## config.mk

```make
export PLATFORM = sky130hd
export DESIGN_NAME = mv_row_sequencer
export DESIGN_NICKNAME = d
export VERILOG_FILES = /design/src/rtl/mv_row_sequencer.sv
export SDC_FILE = /design/constraint.sdc
export NUM_CORES = 1
export LEC_CHECK = 0
export ABC_AREA = 1
export CORE_MARGIN = 2
export CORE_UTILIZATION = 35
export CTS_BUF_LIST = sky130_fd_sc_hd__clkbuf_4 sky130_fd_sc_hd__clkbuf_8
export DETAILED_ROUTE_END_ITERATION = 8
export GPL_TIMING_DRIVEN = 1
export PLACE_DENSITY = 0.57
export SLEW_MARGIN = 0
export SYNTH_ARGS = -nofsm -noshare
export SYNTH_HDL_FRONTEND = slang
export SYNTH_SLANG_ARGS = --single-unit
export TNS_END_PERCENT = 50
```

## constraint.sdc

```tcl
create_clock -name clk -period 1.8 [get_ports clk]
set_input_delay 0.36 -clock clk [delete_from_list [all_inputs] [get_ports clk]]
set_output_delay 0.36 -clock clk [all_outputs]
set_load 0.05 [all_outputs]
```

## src/rtl/mv_row_sequencer.sv

```systemverilog
// Row-at-a-time sequencer for a matrix-vector product on one MAC node.
// It issues operand addresses, holds the node controls, drains the pipeline and hands off each row result.
module mv_row_sequencer #(
    parameter int LW      = 10,
    parameter int RW      = 8,
    parameter int MAC_LAT = 3,
    parameter int AW      = 16
) (
    input  logic          clk,
    input  logic          rst,
    input  logic          start,
    input  logic          abort,
    input  logic [LW-1:0] cfg_len,
    input  logic [RW-1:0] cfg_rows,
    input  logic          cfg_sub,
    input  logic          cfg_cascade,
    output logic          busy,
    output logic          done,
    output logic          err,
    output logic          rd_en,
    output logic [LW-1:0] vec_addr,
    output logic [AW-1:0] mat_addr,
    output logic          op_zero,
    output logic          node_ce,
    output logic          node_sclr,
    output logic          node_subtract,
    output logic          node_csel,
    output logic          res_valid,
    input  logic          res_ready,
    output logic [RW-1:0] res_row
);

    // Drain covers one BRAM read cycle, the node input buffer and the MAC core.
    localparam int D   = MAC_LAT + 2;
    localparam int DCW = $clog2(D + 1);

    typedef enum logic [2:0] {IDLE, CLR, FEED, DRAIN, RES} state_t;

    state_t         state, state_d;
    logic [LW-1:0]  len_q;
    logic [RW-1:0]  rows_q;
    logic [DCW-1:0] dcnt, dcnt_d;
    logic [LW-1:0]  vec_d;
    logic [AW-1:0]  mat_d;
    logic [RW-1:0]  row_d;
    logic           accept, reject, handshake, last_row;

    always_comb begin
        accept    = (state == IDLE) && start && !abort && (cfg_len != '0) && (cfg_rows != '0);
        reject    = (state == IDLE) && start && !abort && ((cfg_len == '0) || (cfg_rows == '0));
        handshake = (state == RES) && res_ready;
        last_row  = (res_row == rows_q - RW'(1));

        state_d = state;
        dcnt_d  = dcnt;
        vec_d   = vec_addr;
        mat_d   = mat_addr;
        row_d   = res_row;

        case (state)
            IDLE: begin
                if (accept) begin
                    state_d = CLR;
                    row_d   = '0;
                    mat_d   = '0;
                end
            end
            CLR: state_d = FEED;
            FEED: begin
                // mat_addr runs across rows, so row r starts at r*N without a multiply.
                mat_d = mat_addr + AW'(1);
                if (vec_addr == len_q - LW'(1)) begin
                    state_d = DRAIN;
                    dcnt_d  = '0;
                end else begin
                    vec_d = vec_addr + LW'(1);
                end
            end
            DRAIN: begin
                if (dcnt == DCW'(D - 1)) state_d = RES;
                else                     dcnt_d  = dcnt + DCW'(1);
            end
            RES: begin
                if (res_ready) begin
                    if (last_row) begin
                        state_d = IDLE;
                    end else begin
                        state_d = CLR;
                        row_d   = res_row + RW'(1);
                    end
                end
            end
            default: state_d = IDLE;
        endcase

        if (abort) state_d = IDLE;
        if (state_d == CLR) vec_d = '0;
    end

    // Every output is registered from the next-state decode, so it lines up with the state it describes.
    always_ff @(posedge clk or posedge rst) begin
        if (rst) begin
            state         <= IDLE;
            dcnt          <= '0;
            vec_addr      <= '0;
            mat_addr      <= '0;
            res_row       <= '0;
            busy          <= 1'b0;
            done          <= 1'b0;
            err           <= 1'b0;
            rd_en         <= 1'b0;
            op_zero       <= 1'b0;
            node_ce       <= 1'b0;
            node_sclr     <= 1'b0;
            node_subtract <= 1'b0;
            node_csel     <= 1'b0;
            res_valid     <= 1'b0;
        end else begin
            state     <= state_d;
            dcnt      <= dcnt_d;
            vec_addr  <= vec_d;
            mat_addr  <= mat_d;
            res_row   <= row_d;
            busy      <= (state_d != IDLE);
            done      <= handshake && last_row && !abort;
            err       <= reject;
            rd_en     <= (state_d == FEED);
            op_zero   <= (state_d == DRAIN);
            node_ce   <= abort || (state_d == CLR) || (state_d == FEED) || (state_d == DRAIN);
            node_sclr <= abort || (state_d == CLR);
            res_valid <= (state_d == RES);
            if (accept) begin
                node_subtract <= cfg_sub;
                node_csel     <= cfg_cascade;
            end
        end
    end

    // Run geometry is only read while busy, so it needs no reset.
    always_ff @(posedge clk) begin
        if (accept) begin
            len_q  <= cfg_len;
            rows_q <= cfg_rows;
        end
    end

endmodule

```

==> impl_metrics.yaml <==
synthesis:
  synth-edff-count: 18
  syn_avg_cell_area_um2: 7.392
  ys_async_sr_fraction_pct: 73.53
  synth_nets: 573
  post_synth_num_cell_types: 32
  ys_seq_area_share_pct: 44.81
  syn-cell-area_mm2: 0.003999
  synth_cells: 541
  yosys_warnings: 0
  synth_seq_cells: 68
  synth_flop_cell: "dfrtp_1"
global_route:
  overflow: 0
  antenna_found_initial: 0
  grt_max_degree: 41
  grt_pass1_vias: 3643
  grtUsageTotal_pct: 17.90
  grt_pass1_wl_um: 17710
setup_path:
  end_kind: "flip-flop"
  crit_arrival_ns: 2.29
  reg2reg_slack_ns: -0.24
  rr_startpoint: "len_q[2]$_DFFE_PP_"
  ff2ff_path_depth: 14
  max_stage_delay_ns: 0.50
  cp_slowest_cell: "edfxtp_1"
  path_cells: "buf_6, nor2_4, nand2_4, nor2_2, nand2_1, nand2_2, nand2_2, nor2_4, nand3_4, buf_4, nand2_4, nand3_4, nand2_2, o21ai_2"
  required_ns: 2.05
  crit_path_frequent_cell: "nand2_2"
  r2r_end: "dcnt[2]$_DFFE_PP0P_"
  startpoint_type: "flip-flop"
  crit_path_max_fanout: 6
  worstSetupPathType: "reg2reg"
sta:
  setup_slack_ns: -0.2446
  finalSetupViolations: 27
  timing.fmax_mhz: 489.1
  tightest_slew_ns: 0.4567
  min_period_ns: 2.045
  rsz0062_at_grt: "yes"
  period_share_pct: 113.6
  slew-limit-headroom_pct: 69.27
  finClkSkew_ns: 0.01197
  final-max-slew-violation-count: 0
  report.final.hold_viol_count: 0
clock_tree:
  path_clk_slew_ns: 0.08
  cts_tree: "yes"
  ctsLongestPathBuffers: 2
  holdBufCountCts: 0
  clock_tree.root_cell: "clkbuf_8"
  clock_sinks: 68
  cts_buffers: 9
  cts_max_level: 3
  clkLatencyLatePin_ns: 0.36
die:
  io_pins: 69
  die_y_um: 110.9
  initial_core_util_pct: 35.48
  rows: 39
  core_mm2: 0.01127
  die_width_um: 110.9
  dieArea_mm2: 0.01230
final_layout:
  diodes: 0
  layout.nets: 714
  syn2layout_area_growth_pct: 45.28
  fin_area_mm2: 0.005809
  drive_gt1_share_pct: 32.46
power:
  switchingPower_mw: 1.250
  power.total_mw: 3.940
  combPwrFrac_pct: 23.6
  power_density_mw_per_mm2: 678.2
  ir_worst_vdd_mv: 0.5097
  pwr-share-clk_pct: 32.2
  seqPwrFrac_pct: 44.2
  switching_share_pct: 31.72
  p_leak_nw: 2.921
  p_int_mw: 2.690
drt:
  antenna_left: 0
  drc: 0
  drt_iter0_drc: 166
  dr.pass1.iters: 4
  vias_per_cell: 4.696
  avgRoutedWirePerCell_um: 13.23
  wl_um: 10980
  vias: 3898
job:
  cap_violations: 0
placement:
  pre_cts_ws_ns: -0.3886
  place_area_mm2: 0.005182
  hpwl_um: 7935
  routabilityCongestion: 0.8132
  portBuffers: 68
status:
  status: "finished with violations"
  violations: "setup timing"
worst_hold_path:
  hold_class: "in2async"
cell usage in the layout, fill, tap and decap left out, types with 8 or more instances in the layout:
cell type	synthesis	routed
nand3_1	49	44
o21ai_2	0	8
inv_1	90	80
o21ai_0	21	13
nand2_2	3	20
inv_2	0	10
clkdlybuf4s50_1	0	24
buf_4	0	103
nand4_1	14	14
dfrtp_1	50	40
nand2_1	162	138
clkbuf_8	0	9
xor2_1	13	13
nor2_1	58	48
edfxtp_1	18	18
nor2_2	5	10
dfrtp_2	0	10
cell type report:
| class | instances | area [um^2] |
|---|---|---|
| clock inverters | 6 | 65.06 |
| fillers | 1097 | 5463 |
| flip-flops and latches | 68 | 1804 |
| inverters | 90 | 337.8 |
| clock buffers | 10 | 131.4 |
| well taps | 143 | 178.9 |
| repair buffers | 138 | 1177 |
| multi-input cells | 375 | 2115 |
worst max path at each step:
stage                             from                  endpoint  depth (start not counted)
2_1_floorplan  mat_addr[0]$_DFFE_PP0P_  mat_addr[14]$_DFFE_PP0P_                         10
3_3_place_gp        len_q[1]$_DFFE_PP_   vec_addr[1]$_DFFE_PP0P_                         14
3_5_place_dp                cfg_len[5]   vec_addr[4]$_DFFE_PP0P_                         11
4_1_cts             len_q[2]$_DFFE_PP_   vec_addr[7]$_DFFE_PP0P_                         15
5_1_grt             len_q[2]$_DFFE_PP_   vec_addr[8]$_DFFE_PP0P_                         16
6_report            len_q[2]$_DFFE_PP_       dcnt[2]$_DFFE_PP0P_                         14
critical path: cells and delay by family, from the launching register on:
family	cells	cell delay, ns
flops	1	0.50
simple gates	11	1.06
compound gates	1	0.05
buf+inv	2	0.34
power groups by stage:
stage | registers, mW | clock network [mW] | logic (mW)
6_report | 1.74 | 1.27 | 0.931
5_1_grt | 1.75 | 1.39 | 1.01
4_1_cts | 1.74 | 1.31 | 0.883
3_5_place_dp | 1.77 | 0 | 0.830
3_3_place_gp | 1.76 | 0 | 0.823
2_1_floorplan | 1.95 | 0 | 0.295
synth_stat cells, types with 4 or more instances:
| cell type | n | share of area (%) |
|---|---|---|
| or2_2 | 6 | 0.94 |
| nor3_1 | 8 | 1.0 |
| inv_1 | 90 | 8.4 |
| o21ai_0 | 21 | 2.6 |
| nand3_1 | 49 | 6.1 |
| nand4_1 | 14 | 2.2 |
| edfxtp_1 | 18 | 14 |
| o21ai_1 | 4 | 0.50 |
| nor2_2 | 5 | 0.78 |
| nor2_1 | 58 | 5.4 |
| dfrtp_1 | 50 | 31 |
| clkbuf_1 | 4 | 0.38 |
| xor2_1 | 13 | 2.8 |
| nand2_1 | 162 | 15 |
| a21oi_1 | 4 | 0.50 |
| ha_1 | 7 | 2.2 |
cell families after synthesis:
group           synth area share [%]
flops                          44.81
buf+inv                        9.918
compound gates                 4.913
simple gates                   34.17
fa+ha+maj                      2.190
xor+xnor                       3.505
mux                           0.5006
sequential cells by signal, indices dropped and copies added (netlist names), 3 cells and up:
register and cells:
len_q 10, rows_q 8, state 3, mat_addr 16, res_row 8, vec_addr 10
dcnt 3
per-layer routing:
layer	routed length, um	vias up	track usage, %
met2	5183	84	28.71
met1	5112	1808	23.83
met4	136	0	5.083
met3	551	12	4.921
met5	0	-	0
li1	-	1994	-
metrics by stage:
step           hold WS [ns]  util, %  TNS [ns]  std cells
2_1_floorplan        0.4335        -   -0.1223        541
3_3_place_gp         0.4720    45.98    -12.39        797
3_5_place_dp         0.4744    45.98    -18.35        797
4_1_cts              0.2426    49.10    -2.466        821
5_1_grt              0.2555    51.54    -8.549        830
6_report             0.2541    51.54    -4.342        830
repair_timing:
item / in CTS / in global routing
cloned: 1 / 2
buffers inserted: 7 / 8
resized for setup: 22 / 69
setup endpoints to repair: 27 / 53
pin swaps: 2 / 25
Power figures use the tool's default switching activity.
